--- config.mk ---
export PLATFORM = sky130hd
export DESIGN_NAME = uart_rx_sampler
export DESIGN_NICKNAME = d
export VERILOG_FILES = /design/src/rtl/uart_pkg.sv /design/src/rtl/uart_rx_fifo.sv /design/src/rtl/uart_rx_sampler.sv
export SDC_FILE = /design/constraint.sdc
export NUM_CORES = 1
export LEC_CHECK = 0
export BUFFER_PORTS_ARGS = -buffer_cell sky130_fd_sc_hd__buf_4
export CAP_MARGIN = 15
export CORE_MARGIN = 2
export CORE_UTILIZATION = 26
export DETAILED_ROUTE_END_ITERATION = 10
export HOLD_SLACK_MARGIN = 0.15
export PLACE_DENSITY = 0.47
export SYNTH_ARGS = -nofsm -noshare
export SYNTH_HDL_FRONTEND = slang
export SYNTH_SLANG_ARGS = --single-unit
--- constraint.sdc ---
create_clock -name clk -period 2.45 [get_ports clk]
set_input_delay 0.245 -clock clk [delete_from_list [all_inputs] [get_ports clk]]
set_output_delay 0.245 -clock clk [all_outputs]
set_load 0.05 [all_outputs]
--- src/rtl/uart_pkg.sv ---
// Shared definitions for the UART receive path: FSM encoding, oversampling
// constants and the baud-tick divisor calculation.
package uart_pkg;

  // Receiver states, from line idle through stop-bit validation and break recovery
  typedef enum logic [2:0] {
    IDLE,
    START,
    DATA,
    STOP,
    WAIT_IDLE
  } rx_state_t;

  // Each bit period is split into this many oversample ticks
  localparam int OVERSAMPLE  = 16;
  // Oversample index at the middle of the start bit, counted from the falling edge
  localparam int MID_SAMPLE  = 7;
  // Oversample index one full bit after the previous mid-bit sample
  localparam int LAST_SAMPLE = 15;
  // 8N1 framing: eight data bits per character
  localparam int DATA_BITS   = 8;

  // Clock cycles per oversample tick, rounded down
  function automatic int calc_divisor(input int clk_freq, input int baud);
    return clk_freq / (OVERSAMPLE * baud);
  endfunction

endpackage

--- src/rtl/uart_rx_fifo.sv ---
// Small synchronous FIFO with occupancy output. A pop is honoured only when
// the FIFO holds data. A push into a full FIFO is accepted only when a pop
// happens in the same cycle. Otherwise the push is dropped and the contents
// stay unchanged. The head word is presented combinationally and reads as zero
// when the FIFO is empty.
module uart_rx_fifo #(
  parameter int width = 8,
  parameter int depth = 8
) (
  input  logic                     clk,
  input  logic                     rst,
  input  logic                     push,
  input  logic                     pop,
  input  logic [width-1:0]         din,
  output logic [width-1:0]         dout,
  output logic                     empty,
  output logic                     full,
  output logic [$clog2(depth):0]   level
);

  localparam int PTR_W = $clog2(depth);
  localparam int LVL_W = PTR_W + 1;

  logic [width-1:0] mem_q [depth];
  logic [PTR_W-1:0] wr_ptr_q, wr_ptr_d;
  logic [PTR_W-1:0] rd_ptr_q, rd_ptr_d;
  logic [LVL_W-1:0] level_q, level_d;
  logic             do_push;
  logic             do_pop;

  assign empty   = (level_q == '0);
  assign full    = (level_q == LVL_W'(depth));
  assign do_pop  = pop && !empty;
  assign do_push = push && (!full || do_pop);

  // Advance pointers and occupancy for the accepted push/pop combination
  always_comb begin
    wr_ptr_d = wr_ptr_q;
    rd_ptr_d = rd_ptr_q;
    level_d  = level_q;
    if (do_push) begin
      wr_ptr_d = wr_ptr_q + PTR_W'(1);
    end
    if (do_pop) begin
      rd_ptr_d = rd_ptr_q + PTR_W'(1);
    end
    case ({do_push, do_pop})
      2'b10:   level_d = level_q + LVL_W'(1);
      2'b01:   level_d = level_q - LVL_W'(1);
      default: level_d = level_q;
    endcase
  end

  // Pointer and occupancy registers, emptied on reset
  always_ff @(posedge clk or posedge rst) begin
    if (rst) begin
      wr_ptr_q <= '0;
      rd_ptr_q <= '0;
      level_q  <= '0;
    end else begin
      wr_ptr_q <= wr_ptr_d;
      rd_ptr_q <= rd_ptr_d;
      level_q  <= level_d;
    end
  end

  // Storage array written at the tail. Entries need no reset because the head is masked while empty.
  always_ff @(posedge clk) begin
    if (do_push) begin
      mem_q[wr_ptr_q] <= din;
    end
  end

  assign dout  = empty ? '0 : mem_q[rd_ptr_q];
  assign level = level_q;

endmodule

--- src/rtl/uart_rx_sampler.sv ---
// 8N1 UART receiver. The asynchronous line passes through a two-flop
// synchronizer. The receiver oversamples the line at 16x the baud rate,
// validates the start bit at its midpoint, and shifts in the data bits
// LSB first. The stop bit is then checked. Good characters are queued in a
// small FIFO for a bus-side consumer. Sticky flags report stop-bit errors and
// characters lost to a full FIFO.
module uart_rx_sampler
  import uart_pkg::*;
#(
  parameter int clk_freq       = 50000000,
  parameter int uart_baud_rate = 115200,
  parameter int fifo_depth     = 8
) (
  input  logic                          clk,
  input  logic                          rst,
  input  logic                          uart_rxd,
  output logic [DATA_BITS-1:0]          rx_data,
  output logic                          rx_avail,
  input  logic                          rx_ack,
  input  logic                          err_clr,
  output logic                          frame_err,
  output logic                          overrun,
  output logic [$clog2(fifo_depth):0]   rx_level
);

  localparam int DIVISOR = calc_divisor(clk_freq, uart_baud_rate);
  localparam int TICK_W  = (DIVISOR > 1) ? $clog2(DIVISOR) : 1;
  localparam int BIT_W   = $clog2(DATA_BITS) + 1;

  if (DIVISOR < 1) begin : g_bad_divisor
    $error("uart_rx_sampler: clk_freq too low for 16x oversampling at uart_baud_rate");
  end

  if ((fifo_depth < 2) || ((fifo_depth & (fifo_depth - 1)) != 0)) begin : g_bad_depth
    $error("uart_rx_sampler: fifo_depth must be a power of two and at least 2");
  end

  // Synchronizer and synchronized line
  logic sync1_q, sync1_d;
  logic sync2_q, sync2_d;
  logic rxd;

  // Baud tick and oversample timing
  logic [TICK_W-1:0] tick_cnt_q, tick_cnt_d;
  logic              tick;
  logic [3:0]        os_cnt_q, os_cnt_d;
  logic              mid_tick;
  logic              last_tick;

  // Character assembly
  logic [BIT_W-1:0]     bit_cnt_q, bit_cnt_d;
  logic [DATA_BITS-1:0] shift_q, shift_d;
  logic                 push_q, push_d;

  // Sticky status
  logic frame_err_q, frame_err_d;
  logic overrun_q, overrun_d;

  // FSM and its decoded controls
  rx_state_t state_q, state_d;
  logic      timing_clr;
  logic      bit_start;
  logic      shift_en;
  logic      byte_done;
  logic      stop_bad;

  // FIFO interface
  logic [DATA_BITS-1:0]          fifo_dout;
  logic                          fifo_empty;
  logic                          fifo_full;
  logic [$clog2(fifo_depth):0]   fifo_level;
  logic                          pop;
  logic                          overrun_evt;

  assign rxd       = sync2_q;
  assign tick      = (tick_cnt_q == TICK_W'(DIVISOR - 1));
  assign mid_tick  = tick && (os_cnt_q == 4'(MID_SAMPLE));
  assign last_tick = tick && (os_cnt_q == 4'(LAST_SAMPLE));

  // Two-stage synchronizer feeding all line decisions
  always_comb begin
    sync1_d = uart_rxd;
    sync2_d = sync1_q;
  end

  // Synchronizer flops idle high so reset never looks like a start bit
  always_ff @(posedge clk or posedge rst) begin
    if (rst) begin
      sync1_q <= 1'b1;
      sync2_q <= 1'b1;
    end else begin
      sync1_q <= sync1_d;
      sync2_q <= sync2_d;
    end
  end

  // FSM state register
  always_ff @(posedge clk or posedge rst) begin
    if (rst) begin
      state_q <= IDLE;
    end else begin
      state_q <= state_d;
    end
  end

  // FSM next-state: frame progression and recovery from false starts or breaks
  always_comb begin
    state_d = state_q;
    case (state_q)
      IDLE: begin
        if (!rxd) begin
          state_d = START;
        end
      end
      START: begin
        if (mid_tick) begin
          state_d = rxd ? IDLE : DATA;
        end
      end
      DATA: begin
        if (last_tick && (bit_cnt_q == BIT_W'(DATA_BITS - 1))) begin
          state_d = STOP;
        end
      end
      STOP: begin
        if (last_tick) begin
          state_d = rxd ? IDLE : WAIT_IDLE;
        end
      end
      WAIT_IDLE: begin
        if (rxd) begin
          state_d = IDLE;
        end
      end
      default: state_d = IDLE;
    endcase
  end

  // FSM outputs: per-state control strobes for the timing and datapath logic
  always_comb begin
    timing_clr = 1'b0;
    bit_start  = 1'b0;
    shift_en   = 1'b0;
    byte_done  = 1'b0;
    stop_bad   = 1'b0;
    case (state_q)
      IDLE:    timing_clr = !rxd;
      START:   bit_start  = mid_tick && !rxd;
      DATA:    shift_en   = last_tick;
      STOP: begin
        byte_done = last_tick && rxd;
        stop_bad  = last_tick && !rxd;
      end
      default: ;
    endcase
  end

  assign pop         = rx_ack && rx_avail;
  assign overrun_evt = push_q && fifo_full && !pop;

  // Timing counters, bit assembly and sticky flags; a flag set beats a same-cycle clear
  always_comb begin
    if (timing_clr || tick) begin
      tick_cnt_d = '0;
    end else begin
      tick_cnt_d = tick_cnt_q + TICK_W'(1);
    end

    if (timing_clr || bit_start) begin
      os_cnt_d = '0;
    end else if (tick) begin
      os_cnt_d = os_cnt_q + 4'd1;
    end else begin
      os_cnt_d = os_cnt_q;
    end

    if (bit_start) begin
      bit_cnt_d = '0;
    end else if (shift_en) begin
      bit_cnt_d = bit_cnt_q + BIT_W'(1);
    end else begin
      bit_cnt_d = bit_cnt_q;
    end

    if (shift_en) begin
      shift_d = {rxd, shift_q[DATA_BITS-1:1]};
    end else begin
      shift_d = shift_q;
    end

    push_d = byte_done;

    if (stop_bad) begin
      frame_err_d = 1'b1;
    end else if (err_clr) begin
      frame_err_d = 1'b0;
    end else begin
      frame_err_d = frame_err_q;
    end

    if (overrun_evt) begin
      overrun_d = 1'b1;
    end else if (err_clr) begin
      overrun_d = 1'b0;
    end else begin
      overrun_d = overrun_q;
    end
  end

  // Datapath registers; reset abandons any partially received character
  always_ff @(posedge clk or posedge rst) begin
    if (rst) begin
      tick_cnt_q  <= '0;
      os_cnt_q    <= '0;
      bit_cnt_q   <= '0;
      shift_q     <= '0;
      push_q      <= 1'b0;
      frame_err_q <= 1'b0;
      overrun_q   <= 1'b0;
    end else begin
      tick_cnt_q  <= tick_cnt_d;
      os_cnt_q    <= os_cnt_d;
      bit_cnt_q   <= bit_cnt_d;
      shift_q     <= shift_d;
      push_q      <= push_d;
      frame_err_q <= frame_err_d;
      overrun_q   <= overrun_d;
    end
  end

  // The shift register holds the completed character through the following cycle, which is when it is pushed
  uart_rx_fifo #(
    .width (DATA_BITS),
    .depth (fifo_depth)
  ) u_fifo (
    .clk   (clk),
    .rst   (rst),
    .push  (push_q),
    .pop   (pop),
    .din   (shift_q),
    .dout  (fifo_dout),
    .empty (fifo_empty),
    .full  (fifo_full),
    .level (fifo_level)
  );

  assign rx_data   = fifo_dout;
  assign rx_avail  = !fifo_empty;
  assign rx_level  = fifo_level;
  assign frame_err = frame_err_q;
  assign overrun   = overrun_q;

endmodule

==> metrics.txt <==
status=finished, final reports clean; xor and xnor area share after synthesis=2.63%; first-pass GRT wire length=13300 µm; dpl cells=524; DR WL/cell=15.2 µm; initial antenna violation count=0; register area=0.00291 mm²; final slew viol count=0; syn nets=291; largest net degree at the start of global routing=40; post-synthesis sequential area ratio=67.1%; RSZ-0062 raised after global routing=false; Synth area leader=edfxtp_1; synthesized area=0.00432 mm²; TritonCTS clock tree=built; Synth Area in Simple Gates=8.69%; Adder-Cell Fraction of Synth Area=2.61%; Nets=332; Antenna diodes=0; reg2reg path depth=11; Synth Register Bits=103; Worst Tran Pin Value=844 ps; largest family of logic cells by synthesized area=multiplexers; PortBufs=19; synth top area cells=edfxtp_1 44%, dfrtp_1 21%, mux4_2 8.3%; postcts setup bufs=0; count leader, synth=edfxtp_1; yosys warns=0; DP HPWL=5350 µm; # setup viols final=0; Num CTS Buffers=9; RR Startpoint=u_fifo.level[2]$_DFFE_PP0P_; post-synth cell types=45; drt pass-1 iters=4; die height=133 µm; mux cell area share after synthesis=13.1%; VDD IR max=0.418 mV; Layout area overhead=20.3%; end of the critical path=u_fifo.level[2]$_DFFE_PP0P_; clk root buf=clkbuf_16; CP max FO=6; minimum clock period=2310 ps; DR vias/cell=4.33; final WL=8250 µm; initial detailed-routing violation count=118; post-route insts no fill=543; Core Rows=47; skew final=5.51 ps; GPL Wtd Cong=0.773; DRC viols=0; asr flop ratio synth=37.9%; crit path cell chain=or3_4 > nor2_8 > inv_8 > and2_4 > ha_4 > xor2_1 > ha_2 > a21oi_2 > xor2_1 > nor2_1 > xor2_1; WP data required=2680 ps; share of cells above drive strength 1=29.7%; post-synthesis compound-gate area fraction=3.94%; top cell type's share of synthesized area=44.5%; Mapped Cells=277; Avg Inst Size Synth=15.6 µm²; Crit path top cell by count=xor2_1; Worst Slack Setup Final=143 ps; Initial Utilization=26.3%; Fillers=1621; worst slack at placement=98.7 ps; Final Hold Fails=0; Max Clock Freq=433 MHz; Core ar.=0.0164 mm²; reg2reg end=u_fifo.level[2]$_DFFE_PP0P_; Slew headroom=43.5%; number of global-route vias before repair=2433; Clk Latency, worst-skew pair=340 ps; Multi-input gate area=0.00136 mm²; CP peak stage delay=450 ps; crit path launch type=flip-flop; slowest stage cell, crit path=dfrtp_2; Worst Setup SP=u_fifo.level[2]$_DFFE_PP0P_; gr ovfl total=0; R2R setup slack=140 ps; commonest cells in the netlist=64 x edfxtp_1, 37 x dfrtp_1, 28 x nor2_1, 16 x mux4_2; post-route ant nets=0; CP Class=flip-flop to flip-flop; critical path endpoint category=flip-flop; Overall Global Routing Usage=9.96%; vias=2352; top_reg_cell synth=edfxtp_1; Max-Cap Viols=0; I/O pin cnt=20; hold crit path type=primary input to flip-flop; Post-synth EDFFs=64; Clock transition at path regs=70 ps; P per Cell Area=637 mW/mm²; CTS max path bufs=2; die area=0.0177 mm²; # clock sinks=103; P_leak=2.07 nW; Die W=133 µm; htree depth=3; Critical Path AT=2530 ps; fin crit share=94.2%
## worst max-delay path: cells and delay by family (launching register included)
family / cells / cell delay [ps]
fa+ha+maj: 2 / 350
compound gates: 1 / 110
simple gates: 4 / 820
flops: 1 / 450
xor+xnor: 3 / 430
buf+inv: 1 / 30
## cell type report
cell class | count | share of cell area, %
flip-flops and latches | 103 | 55.9
clock buffers | 9 | 4.33
inverters | 9 | 0.794
well taps | 220 | 5.29
clock inverters | 7 | 1.49
repair buffers | 39 | 6.02
multi-input cells | 156 | 26.2
## routing by layer
layer	vias to the layer above	wire, µm	GRT usage, %
li1	1126	-	-
met1	1182	3820	12.6
met2	36	4050	16.4
met3	8	280	2.95
met4	0	97	3.23
met5	-	0	0
## through the flow
stage / hold WS [ps] / power, W / TNS, ps / area [µm²] / util [%]
after floorplan: 249 / 0.00188 / -34.5 / 4350 / -
after global placement: 346 / 0.00189 / 0 / 4860 / 29.6
after detailed placement: 349 / 0.00190 / 0 / 4860 / 29.6
after CTS: 185 / 0.00337 / 0 / 5200 / 31.7
after global routing: 202 / 0.00345 / 0 / 5200 / 31.7
final: 196 / 0.00331 / 0 / 5200 / 31.7
## flip-flops by register name, summed over array words and instances, names as in the netlist, 3 cells and up
| name | cells |
|---|---|
| bit_cnt_q | 4 |
| os_cnt_q | 4 |
| shift_q | 8 |
| state_q | 3 |
| tick_cnt_q | 5 |
| u_fifo.level | 4 |
| u_fifo.mem_q | 64 |
| u_fifo.rd_ptr_q | 3 |
| u_fifo.wr_ptr_q | 3 |
## cells in the final DEF (no fill, tap or decap), drive strengths merged, types with 8 or more instances in the layout
master / Yosys / routed
edfxtp: 64 / 64
mux2i: 8 / 8
mux2: 11 / 11
a21oi: 11 / 11
xor2: 8 / 8
nand2: 11 / 11
clkbuf: 1 / 9
mux4: 16 / 16
buf: 8 / 36
dfrtp: 37 / 37
ha: 9 / 9
inv: 9 / 12
nor2: 29 / 29
## worst min path at each step
| stage | start | end | cells past startpoint |
|---|---|---|---|
| after global routing | rx_ack | u_fifo.rd_ptr_q[2]$_DFFE_PP0P_ | 3 |
| after CTS | rx_ack | u_fifo.rd_ptr_q[2]$_DFFE_PP0P_ | 3 |
| after detailed placement | sync1_q$_DFF_PP1_ | rxd$_DFF_PP1_ | 0 |
| final | rx_ack | u_fifo.rd_ptr_q[2]$_DFFE_PP0P_ | 3 |
| after floorplan | uart_rxd | sync1_q$_DFF_PP1_ | 0 |
| after global placement | sync1_q$_DFF_PP1_ | rxd$_DFF_PP1_ | 0 |
## timing repair
action / CTS / global route
endpoints found under the hold margin: 40 / 0
resized for setup: 1 / 1
gates cloned: 0 / 0
endpoints found under the setup margin: 1 / 1
hold buffers: 3 / 0
## power breakdown
group	switching [W]	internal, W
logic	0.0000180	0.0000100
clock network	0.000649	0.000803
registers	0.00000193	0.00183
## logic make-up after synthesis
logic type / count (synthesis)
flops: 103
simple gates: 71
mux: 35
compound gates: 28
buf+inv: 18
xor+xnor: 13
fa+ha+maj: 9
Power figures use the tool's default switching activity.
